===== src/rtl/bnn_act_packer.sv =====
// bnn_act_packer
//   Collects 1-bit neuron decisions (one per in_valid/in_ready handshake),
//   packs them LSB-first into N-bit activation words and writes each completed
//   word into the next layer's activation store through a single-port write
//   port (we/addr/dx, accepted on we & wr_ready).
//
// Parameters
//   N        activation word width in bits
//   DEPTH    words per frame (need not be a power of two)
//   PAD_BIT  fill value for unfilled bit positions of a flushed word
//
// Ports
//   clk         clock, rising edge
//   rstn        synchronous active-low reset
//   in_valid    in_bit is valid this cycle
//   in_bit      neuron decision bit
//   in_ready    packer accepts in_bit this cycle (combinational from wr_ready)
//   flush       close the current partial word and frame (level)
//   we          write request, held until accepted
//   wr_ready    store accepts the write this cycle
//   addr        word address of the pending write
//   dx          packed word
//   frame_done  high with the pending write that ends a frame
//
// Build option
//   BNN_PACK_FLUSH_EN  when defined, flush closes partial words/frames;
//                      otherwise flush is ignored and frames end on the
//                      word counter wrap.
module bnn_act_packer #(
    parameter int unsigned N       = 256,
    parameter int unsigned DEPTH   = 8,
    parameter logic        PAD_BIT = 1'b0
) (
    input  logic                                     clk,
    input  logic                                     rstn,
    input  logic                                     in_valid,
    input  logic                                     in_bit,
    output logic                                     in_ready,
    input  logic                                     flush,
    output logic                                     we,
    input  logic                                     wr_ready,
    output logic [((DEPTH > 1) ? $clog2(DEPTH) : 1)-1:0] addr,
    output logic [N-1:0]                             dx,
    output logic                                     frame_done
);

    localparam int unsigned AW = (DEPTH > 1) ? $clog2(DEPTH) : 1;
    localparam int unsigned BW = (N > 1) ? $clog2(N) : 1;
    localparam logic [BW-1:0] LAST_BIT  = BW'(N - 1);
    localparam logic [AW-1:0] LAST_WORD = AW'(DEPTH - 1);

    logic [N-1:0]  pack;
    logic [BW-1:0] bit_cnt;
    logic [AW-1:0] word_cnt;

    logic          accept;
    logic          word_done;
    logic          wr_accept;
    logic [N-1:0]  pack_placed;

    logic          load;
    logic [N-1:0]  load_data;
    logic          load_fd;
    logic [N-1:0]  pack_d;
    logic [BW-1:0] bit_cnt_d;
    logic [AW-1:0] word_cnt_d;

    // Stall input only when a full word would have nowhere to go.
    assign in_ready  = rstn & ~(we & ~wr_ready & (bit_cnt == LAST_BIT));
    assign accept    = in_valid & in_ready;
    assign word_done = accept & (bit_cnt == LAST_BIT);
    assign wr_accept = we & wr_ready;

`ifdef BNN_PACK_FLUSH_EN
    logic          flush_take;
    int unsigned   filled;
    logic [N-1:0]  padded;

    // A flushed partial word also needs the output register, so flush is
    // only taken when no stalled write occupies it.
    assign flush_take = flush & in_ready & ~(we & ~wr_ready);
`else
    logic flush_unused;
    assign flush_unused = flush;
`endif

    always_comb begin
        pack_placed = pack;
        if (accept) begin
            pack_placed[bit_cnt] = in_bit;
        end

        load       = word_done;
        load_data  = pack_placed;
        load_fd    = (word_cnt == LAST_WORD);
        pack_d     = word_done ? '0 : pack_placed;
        bit_cnt_d  = bit_cnt;
        word_cnt_d = word_cnt;

        if (word_done) begin
            bit_cnt_d  = '0;
            word_cnt_d = (word_cnt == LAST_WORD) ? '0 : word_cnt + AW'(1);
        end else if (accept) begin
            bit_cnt_d  = bit_cnt + BW'(1);
        end

`ifdef BNN_PACK_FLUSH_EN
        filled = int'(bit_cnt) + (accept ? 1 : 0);
        padded = '0;
        for (int unsigned i = 0; i < N; i++) begin
            padded[i] = (i < filled) ? pack_placed[i] : PAD_BIT;
        end

        if (flush_take) begin
            word_cnt_d = '0;
            if (word_done) begin
                load_fd = 1'b1;
            end else if (filled != 0) begin
                load      = 1'b1;
                load_fd   = 1'b1;
                load_data = padded;
                pack_d    = '0;
                bit_cnt_d = '0;
            end
        end
`endif
    end

    always_ff @(posedge clk) begin
        if (!rstn) begin
            pack       <= '0;
            bit_cnt    <= '0;
            word_cnt   <= '0;
            we         <= 1'b0;
            addr       <= '0;
            dx         <= '0;
            frame_done <= 1'b0;
        end else begin
            pack     <= pack_d;
            bit_cnt  <= bit_cnt_d;
            word_cnt <= word_cnt_d;
            // A load can coincide with a write accept; the new word wins and
            // we stays high. Loads never occur while a write is stalled.
            if (load) begin
                we         <= 1'b1;
                addr       <= word_cnt;
                dx         <= load_data;
                frame_done <= load_fd;
            end else if (wr_accept) begin
                we         <= 1'b0;
                frame_done <= 1'b0;
            end
        end
    end

endmodule

===== config.mk =====
export PLATFORM = sky130hd
export DESIGN_NAME = bnn_act_packer
export DESIGN_NICKNAME = d
export VERILOG_FILES = /design/src/rtl/bnn_act_packer.sv
export SDC_FILE = /design/constraint.sdc
export NUM_CORES = 1
export LEC_CHECK = 0
export ABC_AREA = 0
export ABC_CLOCK_PERIOD_IN_PS = 2750
export CAP_MARGIN = 0
export CORE_MARGIN = 10
export CORE_UTILIZATION = 35
export DETAILED_ROUTE_END_ITERATION = 10
export SYNTH_ARGS = -nofsm -noshare
export SYNTH_HDL_FRONTEND = slang
export SYNTH_SLANG_ARGS = --single-unit

===== constraint.sdc =====
create_clock -name clk -period 2.75 [get_ports clk]
set_input_delay 0.275 -clock clk [delete_from_list [all_inputs] [get_ports clk]]
set_output_delay 0.275 -clock clk [all_outputs]
set_load 0.02 [all_outputs]

==> metrics.cfg <==
[setup_path]
critPathKind = reg -> out
timing.rr.start = bit_cnt[7]
crit_required_ns = 2.48
endpoint_kind = output port
critPathLaunchType = register
arrival_ns = 2.34
cp_max_fo = 21
critPathLaunch = bit_cnt[3]

[timing]
period_needed_ns = 2.62
fin_crit_sh_pct = 95.1
worst_slew_pin_slew_ns = 0.748
finClkSkew_ns = 0.0370
rsz0062_at_grt = no
max_slew_margin_pct = 50.0
setup_viol = 0
fmaxAchievable_mhz = 382
drv_slew = 0
final.setup.tns_ns = 0
hold_viol = 0

[power]
swShare_pct = 22.2
cellInternalPower_mw = 12.5
vdd_drop_max_mv = 0.464
p_sw_mw = 3.56
p_seq_share_pct = 47.7
power_density_mw_per_mm2 = 648
total_power_mw = 16.0
p_leak_nw = 8.90
power.share.clock_pct = 49.8
comb_power_share_pct = 2.5

[routing]
via_per_inst = 5.64
drc = 0
antenna_left = 0
dr.first_iter.drc_count = 1678
wirelength_um = 68800
avgRoutedWirePerCell_um = 23.4
dr.pass1.iters = 6
via_count = 16600

[cts]
path_clk_slew_ns = 0.06
clockRootBuffer = clkbuf_16
cts_tree = yes
clock_sinks = 527
postCtsHoldBufs = 0
clock_latency_ns = 0.64
numCtsBuffers = 55
clk_path_buf_depth = 3
htreeDepth = 2

[floorplanning]
core_mm2 = 0.0550
die_w_um = 255
die_height_um = 255
num_io_pins = 268
start_util_pct = 35.3
row_count = 86
die_area_mm2 = 0.0653

[synthesis]
synth-seq-area-share_pct = 54.4
synthFlopType = dfxtp_1
ys_warn_count = 0
ys_seq_elements = 527
synth_top_family_by_area = compound AO/OA/AOI/OAI gates
ys_types = 46
synth_compound_area_share_pct = 21.8
synth_top_area_share_pct = 54.4
synth_simple_gate_area_share_pct = 12.8
netlist_area_mm2 = 0.0194
synth_xor_area_share_pct = 0.0451
synth.area.mux_share_pct = 3.92
synth_cells = 1961
syn_avg_cell_area_um2 = 9.89
synth_edf_count = 0
post_synth_main_area_contributors = dfxtp_1 (54%), a22o_1 (7.0%), o21ai_0 (5.3%), a21oi_1 (5.0%), nand4_1 (4.2%)
synth_fa_ha_area_share_pct = 0.387
synth-async-reset-ratio_pct = 0
synth.net_count = 1973
synth_area_leader_cell = dfxtp_1

[place]
dp.final_hpwl_um = 45200
globalplace.congestion = 0.832
dpl.cell_count = 2843
io_buffers = 266

[cells_and_area]
drive_above_1_share_pct = 10.1
n_antenna_cell = 0
multi_input_area_mm2 = 0.00760
final_cells = 2947
ff_latch_area_mm2 = 0.0106
area_growth_pct = 27.6
final_nets = 2164
fill_cells = 5161

[global_routing]
antenna_found_initial = 1
grt-ovfl-total = 0
grt_max_degree = 109
grt_pass1_wl_um = 103000
grt_pass1_vias = 16000
grtUsageTotal_pct = 20.0

[outcome]
status = finished clean

[worst_hold_path]
hp-class = in -> reg
min-delay-start = in_bit

[job]
max_cap_viol_count = 0

what timing repair did:
item / CTS / global route
setup buffers: 0 / 0
resized for setup: 0 / 1
setup endpoints to repair: 0 / 1
layer usage:
layer  vias up  share of wire [%]  routed length [µm]  track usage [%]
met4         2                3.3                2270             7.49
met5         -              0.019                  13                0
met1      8059                 43               29800             26.2
met3       151                9.1                6290             5.71
met2       777                 44               30400             30.7
li1       7630                  -                   -                -
synthesized netlist by cell type (all sizes together), types with 2 or more instances:
master,instances
nor2,69
nor3b,4
nand3b,9
buf,145
or4,3
o31ai,3
ha,6
dfxtp,527
clkbuf,95
o21a,2
inv,3
and4,3
a21oi,195
and3b,8
o21ai,204
nand4,131
and3,7
nor2b,3
a21boi,5
a31oi,3
a22o,156
nor3,2
nand4b,4
mux2i,76
nand3,154
o2bb2ai,78
and2,5
a32o,6
nand2,45
and4b,2
worst paths after layout:
path	to	slack, ns	cells after the start
worst max-delay path	in_ready	0.13	4
worst min-delay path	dx[255]	0.17	3
worst min register to register	dx[127]	0.44	1
worst max register to register	pack[253]	0.39	5
final cells by class:
cell class / count / share of cell area [%]
clock buffer: 75 / 6.27
sequential: 527 / 42.6
multi-input combinational: 1191 / 30.7
tap: 748 / 3.78
timing repair buffer: 374 / 14.9
clock inverter: 29 / 1.69
inverter: 3 / 0.0455
layout by cell type, fill, tap and decap left out, drive strengths merged, types with 6 or more instances in the layout:
master | netlist | routed
clkbuf | 95 | 76
buf | 145 | 109
nand3 | 154 | 154
a32o | 6 | 6
and3b | 8 | 8
clkinv | 0 | 15
nand4 | 131 | 131
o2bb2ai | 78 | 78
ha | 6 | 6
nand2 | 45 | 45
nand3b | 9 | 9
o21ai | 204 | 204
nor2 | 69 | 69
clkdlybuf4s50 | 0 | 264
mux2i | 76 | 76
inv | 3 | 6
bufinv | 0 | 8
a21oi | 195 | 195
dfxtp | 527 | 527
and3 | 7 | 7
a22o | 156 | 156
logic make-up after synthesis:
logic type	Yosys count
compound gates	655
mux	76
fa+ha+maj	6
buf+inv	243
simple gates	453
xor+xnor	1
flops	527
state kept, by name (all words and copies together), names as in the netlist:
| register | cells |
|---|---|
| bit_cnt | 8 |
| addr | 3 |
| pack | 255 |
| frame_done | 1 |
| dx | 256 |
| we | 1 |
| word_cnt | 3 |
critical path: stages (launching register included):
cell,delay [ns]
dfxtp_1,0.77
and3_1,0.38
nand3_1,0.19
and2_1,0.22
buf_4,0.17
metrics by stage:
stage / utilization, % / hold slack [ns] / worst slack [ns] / cell area (µm²)
3_3_place_gp: 41.4 / 0.445 / 0.167 / 22800
2_1_floorplan: - / 0.426 / 0.919 / 19400
3_5_place_dp: 41.4 / 0.446 / 0.136 / 22800
4_1_cts: 45.0 / 0.134 / 0.0581 / 24800
5_1_grt: 45.0 / 0.178 / 0.00200 / 24800
6_report: 45.0 / 0.172 / 0.134 / 24800
power by group through the flow:
stage               combinational [mW]  clock [mW]  sequential, mW
floorplan                        0.273           0            7.81
global placement                 0.387           0            7.81
detailed placement               0.392           0            7.81
CTS                              0.392        8.13            7.64
global route                     0.421        8.45            7.64
finish                           0.402        7.99            7.64
No activity file was read; power rests on OpenSTA's default activity.
